===== src/rtl/spi_peripheral.sv =====
// SPI mode-0 target: oversamples the SPI pins in the clk domain, receives MSB-first
// into a one-byte valid/ready buffer, and shifts a queued transmit byte out on spi_miso.
module spi_peripheral #(
  parameter int unsigned SYNC_STAGES = 2,
  parameter logic [7:0]  IDLE_BYTE   = 8'hff
) (
  input  logic       clk,
  input  logic       reset,
  input  logic       spi_clk,
  input  logic       spi_cs_n,
  input  logic       spi_mosi,
  output logic       spi_miso,
  output logic       spi_miso_oe,
  output logic [7:0] rx_data,
  output logic       rx_valid,
  input  logic       rx_ready,
  input  logic [7:0] tx_data,
  input  logic       tx_valid,
  output logic       tx_ready,
  output logic       rx_overrun
);

  typedef enum logic [1:0] {RESYNC, IDLE, SHIFT} state_t;

  logic [SYNC_STAGES-1:0] r_sck_sync, r_cs_sync, r_mosi_sync;
  logic                   r_sck_q, r_cs_q;
  state_t                 r_state, w_state_nxt;
  logic [2:0]             r_bit_cnt, w_bit_cnt_nxt;
  logic [7:0]             r_rx_shift, w_rx_shift_nxt;
  logic [7:0]             r_tx_shift, w_tx_shift_nxt;
  logic [7:0]             r_tx_hold, w_tx_hold_nxt;
  logic                   r_tx_full, w_tx_full_nxt;
  logic [7:0]             r_rx_data, w_rx_data_nxt;
  logic                   r_rx_valid, w_rx_valid_nxt;
  logic                   r_overrun, w_overrun_nxt;
  logic                   r_miso, w_miso_nxt;
  logic                   r_miso_oe, w_miso_oe_nxt;
  logic                   w_reload;
  logic [7:0]             w_rx_byte;

  logic w_sck_s, w_cs_s, w_mosi_s;
  logic w_sck_rise, w_sck_fall, w_cs_fall, w_cs_rise;

  assign w_sck_s    = r_sck_sync[SYNC_STAGES-1];
  assign w_cs_s     = r_cs_sync[SYNC_STAGES-1];
  assign w_mosi_s   = r_mosi_sync[SYNC_STAGES-1];
  assign w_sck_rise = w_sck_s & ~r_sck_q;
  assign w_sck_fall = ~w_sck_s & r_sck_q;
  assign w_cs_fall  = ~w_cs_s & r_cs_q;
  assign w_cs_rise  = w_cs_s & ~r_cs_q;

  // Synchronizers, edge-detect history and all registered state.
  always_ff @(posedge clk) begin
    if (reset) begin
      r_sck_sync  <= '0;
      r_cs_sync   <= '1;
      r_mosi_sync <= '0;
      r_sck_q     <= 1'b0;
      r_cs_q      <= 1'b1;
      r_state     <= RESYNC;
      r_bit_cnt   <= 3'd0;
      r_rx_shift  <= 8'd0;
      r_tx_shift  <= IDLE_BYTE;
      r_tx_hold   <= 8'd0;
      r_tx_full   <= 1'b0;
      r_rx_data   <= 8'd0;
      r_rx_valid  <= 1'b0;
      r_overrun   <= 1'b0;
      r_miso      <= 1'b1;
      r_miso_oe   <= 1'b0;
    end else begin
      r_sck_sync  <= {r_sck_sync[SYNC_STAGES-2:0], spi_clk};
      r_cs_sync   <= {r_cs_sync[SYNC_STAGES-2:0], spi_cs_n};
      r_mosi_sync <= {r_mosi_sync[SYNC_STAGES-2:0], spi_mosi};
      r_sck_q     <= w_sck_s;
      r_cs_q      <= w_cs_s;
      r_state     <= w_state_nxt;
      r_bit_cnt   <= w_bit_cnt_nxt;
      r_rx_shift  <= w_rx_shift_nxt;
      r_tx_shift  <= w_tx_shift_nxt;
      r_tx_hold   <= w_tx_hold_nxt;
      r_tx_full   <= w_tx_full_nxt;
      r_rx_data   <= w_rx_data_nxt;
      r_rx_valid  <= w_rx_valid_nxt;
      r_overrun   <= w_overrun_nxt;
      r_miso      <= w_miso_nxt;
      r_miso_oe   <= w_miso_oe_nxt;
    end
  end

  always_comb begin
    w_state_nxt    = r_state;
    w_bit_cnt_nxt  = r_bit_cnt;
    w_rx_shift_nxt = r_rx_shift;
    w_tx_shift_nxt = r_tx_shift;
    w_tx_hold_nxt  = r_tx_hold;
    w_tx_full_nxt  = r_tx_full;
    w_rx_data_nxt  = r_rx_data;
    w_rx_valid_nxt = r_rx_valid;
    w_overrun_nxt  = 1'b0;
    w_reload       = 1'b0;
    w_rx_byte      = {r_rx_shift[6:0], w_mosi_s};

    if (r_rx_valid && rx_ready) w_rx_valid_nxt = 1'b0;
    if (tx_valid && !r_tx_full) begin
      w_tx_hold_nxt = tx_data;
      w_tx_full_nxt = 1'b1;
    end

    case (r_state)
      RESYNC: if (w_cs_s) w_state_nxt = IDLE;
      IDLE: begin
        if (w_cs_fall) begin
          w_state_nxt   = SHIFT;
          w_bit_cnt_nxt = 3'd0;
          w_reload      = 1'b1;
        end
      end
      SHIFT: begin
        if (w_cs_rise) begin
          w_state_nxt = IDLE;
        end else if (w_sck_rise) begin
          w_rx_shift_nxt = w_rx_byte;
          w_bit_cnt_nxt  = r_bit_cnt + 3'd1;
          if (r_bit_cnt == 3'd7) begin
            if (!r_rx_valid || rx_ready) begin
              w_rx_data_nxt  = w_rx_byte;
              w_rx_valid_nxt = 1'b1;
            end else begin
              w_overrun_nxt = 1'b1;
            end
          end
        end else if (w_sck_fall) begin
          if (r_bit_cnt == 3'd0) w_reload = 1'b1;
          else                   w_tx_shift_nxt = {r_tx_shift[6:0], 1'b1};
        end
      end
      default: w_state_nxt = RESYNC;
    endcase

    // Reload never sees a same-cycle push: a push needs an empty holder.
    if (w_reload) begin
      w_tx_shift_nxt = r_tx_full ? r_tx_hold : IDLE_BYTE;
      if (r_tx_full) w_tx_full_nxt = 1'b0;
    end

    w_miso_oe_nxt = (w_state_nxt == SHIFT);
    w_miso_nxt    = (w_state_nxt == SHIFT) ? w_tx_shift_nxt[7] : 1'b1;
  end

  assign spi_miso    = r_miso;
  assign spi_miso_oe = r_miso_oe;
  assign rx_data     = r_rx_data;
  assign rx_valid    = r_rx_valid;
  assign tx_ready    = ~r_tx_full;
  assign rx_overrun  = r_overrun;

endmodule


===== config.mk =====
export PLATFORM = sky130hd
export DESIGN_NAME = spi_peripheral
export DESIGN_NICKNAME = d
export VERILOG_FILES = /design/src/rtl/spi_peripheral.sv
export SDC_FILE = /design/constraint.sdc
export NUM_CORES = 1
export LEC_CHECK = 0
export CAP_MARGIN = 20
export CORE_MARGIN = 2
export CORE_UTILIZATION = 45
export DETAILED_ROUTE_END_ITERATION = 8
export PLACE_DENSITY = 0.79
export RECOVER_POWER = 25
export SYNTH_ARGS = -nofsm -noshare
export SYNTH_HDL_FRONTEND = slang
export SYNTH_SLANG_ARGS = --single-unit

===== constraint.sdc =====
create_clock -name clk -period 4.1 [get_ports clk]
set_input_delay 0.82 -clock clk [delete_from_list [all_inputs] [get_ports clk]]
set_output_delay 0.82 -clock clk [all_outputs]
set_load 0.02 [all_outputs]

==> results of run 1 <==
[path summary, 6_finish.rpt]
kind / startpoint / to / cells after the start / slack, ps
worst max-delay path: reset / spi_miso / 4 / 1210
worst min-delay path: r_cs_sync[0] / r_cs_sync[1] / 1 / 410
worst max register to register: r_state[0] / rx_data[6] / 7 / 1730
worst min register to register: r_cs_sync[0] / r_cs_sync[1] / 1 / 410
[where the power goes]
part	internal, mW	switching, mW
combinational	0.0299	0.0332
sequential	0.487	0.00660
clock	0.199	0.147
total	0.715	0.187
[cell type report]
type / count / area [um2] / share of cell area
Clock inverter: 1 / 30.0 / 0.0125
Inverter: 9 / 33.8 / 0.0141
Clock buffer: 7 / 86.3 / 0.0359
Sequential cell: 49 / 981 / 0.408
Tap cell: 52 / 65.1 / 0.0271
Timing Repair Buffer: 28 / 274 / 0.114
Multi-Input combinational cell: 144 / 932 / 0.388
[sequential cells by signal (all words and copies together), names as in the netlist]
| register | flops |
|---|---|
| spi_miso | 1 |
| r_tx_shift | 8 |
| r_rx_shift | 7 |
| r_sck_sync | 2 |
| r_tx_hold | 8 |
| rx_valid | 1 |
| r_state | 2 |
| r_sck_q | 1 |
| spi_miso_oe | 1 |
| r_mosi_sync | 2 |
| r_cs_q | 1 |
| rx_overrun | 1 |
| r_bit_cnt | 3 |
| r_tx_full | 1 |
| r_cs_sync | 2 |
| rx_data | 8 |
[kinds of logic after synthesis]
group	synth area share
flip-flops	0.495
AND/OR/NAND/NOR	0.218
buffers and inverters	0.0366
AO/OA/AOI/OAI	0.110
adder cells (fa/ha/maj)	0.0442
multiplexers	0.0960
[placed cells by master, fill, tap and decap left out, drive strengths merged, types with 2 or more instances in the layout]
master,count
clkdlybuf4s50,26
inv,8
ha,7
or3,3
nand3,7
a21oi,14
clkbuf,8
mux2i,19
dfxtp,49
nor2,30
a31oi,6
o211ai,6
nor3b,2
nor2b,6
nand3b,2
nand2,20
or2,4
nand2b,6
[per-layer routing]
metal	vias up	track usage	routed length, um
li1	764	-	-
met1	679	0.198	1600
met2	25	0.233	1590
met3	5	0.0447	143
met4	0	0.0449	36
met5	-	0	0
==> flow_summary.json, run 1 <==
{
  "power.total_mw": 0.903,
  "cts_inserted_buffers": 5,
  "worst_path_most_repeated_cell": "or3_1",
  "leakage_nw": 0.983,
  "dpl.hpwl_um": 2370,
  "finalMaxSlewViolations": 48,
  "drv_cap": 1,
  "startpoint_type": "input pin",
  "ys_top_cells_by_area": "dfxtp_1, mux2i_1, nor2_1, ha_1, nand2_1",
  "firstDrtPassIters": 4,
  "cts_setup_buffers": 0,
  "fillers": 407,
  "worstSetupPathType": "in2reg",
  "ant_nets": 0,
  "grtUsageTotal": 0.149,
  "fin_skew_ps": 4.03,
  "io_pins": 28,
  "cts_hold_buf": 0,
  "detail_route.wl_per_cell_um": 11.6,
  "fin_crit_ps": 2890,
  "synth_top_area_share": 0.495,
  "place_area_um2": 2290,
  "die_y_um": 70.3,
  "wl_um": 3370,
  "diodes": 0,
  "postSynthCellCount": 211,
  "num-nets-final": 259,
  "grt_pass1_vias": 1394,
  "end_kind": "flip-flop",
  "initialDrtViolationCount": 94,
  "clk_root_buffer_cell": "clkbuf_8",
  "drc": 0,
  "clkLatencyLatePin_ps": 300,
  "synth_cell_types": 36,
  "die_w_um": 70.3,
  "fin_setup_tns_ps": 0,
  "start_util": 0.461,
  "dieArea_um2": 4950,
  "cpPeakStageDelay_ps": 710,
  "clock_sinks": 49,
  "arrival_ps": 3080,
  "fin_crit_sh": 0.706,
  "slowest_stage": "clkbuf_1",
  "rows": 24,
  "postLayoutCellArea_um2": 2400,
  "drive_above_1_share": 0.0756,
  "pre_cts_ws_ps": 1690,
  "syn_avg_cell_area_um2": 9.39,
  "globalRouteOverflowTotal": 0,
  "grt_max_degree": 48,
  "rsz0062_at_grt": "no",
  "placedCellCount": 282,
  "synthTopCellsByCount": "dfxtp_1, nor2_1, nand2_1, mux2i_1, a21oi_1",
  "clk_pin_slew_ps": 80,
  "crit_chain": "dlygate4sd3_1, clkbuf_1, or3_1, or3_1",
  "fin_hold_ws_ps": 413,
  "yosysSeqAreaShare": 0.495,
  "crit_buf_inv": 2,
  "finalHoldViolations": 0,
  "cts_tree": "built",
  "dr_total_vias": 1473,
  "max_freq_ghz": 0.346,
  "layout_setup_ws_ps": 1210,
  "gp_congestion": 0.735,
  "synth-edff-count": 0,
  "ys_ff_latch": 49,
  "slew_headroom": -0.264,
  "crit_family": "buffers and inverters",
  "vias_per_cell": 5.08,
  "clock_path_buffers": 2,
  "synth_area_leader_cell": "dfxtp_1",
  "violations": "capacitance limit, slew limit",
  "stdcell_count": 290,
  "cts_resized": 0,
  "synth_area_um2": 1980,
  "htreeDepth": 2,
  "status": "finished with violations",
  "min_path_type": "reg2reg",
  "cp.required_ps": 4280,
  "yosysMostFrequentCell": "dfxtp_1",
  "areaGrowthSynthToFinish_pct": 21.3,
  "synthArstFlopShare": 0,
  "grt_pass1_wl_um": 6030,
  "worst_slew_pin_slew_ps": 1900,
  "fp.coreArea_um2": 4290,
  "p_per_area_nw_per_um2": 376,
  "synth_nets": 233,
  "path_max_fanout": 47,
  "peakVddDrop_v": 0.000229,
  "final_core_util": 0.559,
  "synth_ff_type": "dfxtp_1",
  "finalSetupViolCount": 0,
  "antenna_found_initial": 0,
  "yosys_warnings": 0,
  "io_buffers": 27
}
Note: power is estimated with default switching activity, not from simulation.
==> run 2: changes to the inputs <==
PLACE_DENSITY = 0.81   (was 0.79)
clock period = 2.5 ns   (was 4.1 ns; I/O delays follow)
==> flow_summary.json, run 2 (synthesized netlist as in run 1, its figures left out) <==
{
  "globalRouteOverflowTotal": 0,
  "worst_slew_pin_slew_ps": 889,
  "cp.required_ps": 2000,
  "power_frac_seq": 0.539,
  "areaGrowthSynthToFinish_pct": 21.9,
  "htreeDepth": 2,
  "fin_skew_ps": 8.21,
  "topRoutingLayerUsed": "met4",
  "peakVddDrop_v": 0.000351,
  "drv_cap": 0,
  "clock_sinks": 49,
  "p_sw_mw": 0.328,
  "dpl.hpwl_um": 2480,
  "placedCellCount": 283,
  "wl_um": 3660,
  "arrival_ps": 1560,
  "cts_hold_buf": 0,
  "layout_common_cells": "dfxtp_1, nor2_1, clkdlybuf4s50_1",
  "status": "completed",
  "cts_inserted_buffers": 5,
  "firstDrtPassIters": 4,
  "clk_pin_slew_ps": 90,
  "io_pins": 28,
  "dr_total_vias": 1495,
  "multi_input_area_um2": 932,
  "fin_setup_tns_ps": 0,
  "ant_nets": 0,
  "finalSetupViolCount": 0,
  "worstSetupPathType": "reg2out",
  "fillers": 403,
  "finalHoldViolations": 0,
  "clock_path_buffers": 2,
  "stdcell_count": 291,
  "cts_resized": 0,
  "final_common_cell": "dfxtp_1",
  "m1WireLength_um": 1740,
  "switching_share": 0.219,
  "startpoint_type": "flip-flop",
  "slew_headroom": 0.407,
  "clkLatencyLatePin_ps": 300,
  "grt_pass1_vias": 1379,
  "end_kind": "primary output",
  "cts_tree": "built",
  "antenna_found_initial": 0,
  "clk_root_buffer_cell": "clkbuf_8",
  "drc": 0,
  "rows": 24,
  "fp.coreArea_um2": 4290,
  "gp_congestion": 0.849,
  "finalMaxSlewViolations": 0,
  "grtUsageTotal": 0.155,
  "dieArea_um2": 4950,
  "fin_crit_sh": 0.825,
  "cts_setup_buffers": 0,
  "combPwrFrac": 0.069,
  "num-nets-final": 260,
  "leakage_nw": 0.990,
  "path_max_fanout": 10,
  "detail_route.wl_per_cell_um": 12.6,
  "diodes": 0,
  "start_util": 0.461,
  "drive_above_1_share": 0.0879,
  "wl_met2_um": 1690,
  "seq_area_um2": 981,
  "vias_per_cell": 5.14,
  "fin_crit_ps": 2060,
  "grt_pass1_wl_um": 6190,
  "min_path_type": "reg2reg",
  "grt_max_degree": 47,
  "io_buffers": 27,
  "p_per_area_nw_per_um2": 622,
  "die_w_um": 70.3,
  "p_clk_frac": 0.391,
  "initialDrtViolationCount": 153,
  "rsz0062_at_grt": "no",
  "die_y_um": 70.3,
  "p_int_mw": 1.17,
  "dr_wl_met3_um": 189,
  "max_freq_ghz": 0.485
}
[run 2: cell types whose count changed in the layout (fill, tap and decap cells not counted)]
| cell | before | now |
|---|---|---|
| clkbuf_2 | 0 | 1 |
| buf_4 | 0 | 1 |
| clkinvlp_4 | 0 | 1 |
| clkbuf_1 | 2 | 0 |
[run 2: per-stage QoR]
step	setup slack [ps]	total power [mW]	hold slack (ps)	instance area, um2	utilization
final	437	1.50	413	2410	0.562
after global routing	371	1.57	427	2410	0.562
after CTS	432	1.52	415	2420	0.563
after detailed placement	630	0.933	398	2300	0.535
after global placement	675	0.932	393	2300	0.535
after floorplan	848	0.892	389	1980	-
[run 2: cell type report]
cell class                      count  share of cell area
Tap cell                           52              0.0269
Clock buffer                        6              0.0342
Timing Repair Buffer               29               0.117
Clock inverter                      2              0.0155
Multi-Input combinational cell    144               0.386
Inverter                            9              0.0140
Sequential cell                    49               0.406
[run 2: critical path: stages (launching register included)]
cell	delay, ps
dfxtp_1	370
clkinv_1	270
clkdlybuf4s50_1	630
[run 2: path summary, 6_finish.rpt]
path                  end  cells after the start  slack [ps]         start
max              tx_ready                      2         440     r_tx_full
min          r_cs_sync[1]                      1         410  r_cs_sync[0]
max reg2reg      spi_miso                      7         600    r_state[1]
min reg2reg  r_cs_sync[1]                      1         410  r_cs_sync[0]
[run 2: metal layers]
metal  global-route usage  vias to the layer above
li1                     -                      766
met1                0.204                      692
met2                0.238                       31
met3               0.0519                        6
met4               0.0534                        0
met5                    0                        -
[run 2: power by group through the flow]
stage / logic [mW] / clock network [mW] / registers [mW]
global route: 0.116 / 0.638 / 0.813
CTS: 0.106 / 0.603 / 0.810
detailed placement: 0.105 / 0 / 0.828
finish: 0.104 / 0.588 / 0.810
global placement: 0.105 / 0 / 0.827
floorplan: 0.0669 / 0 / 0.825
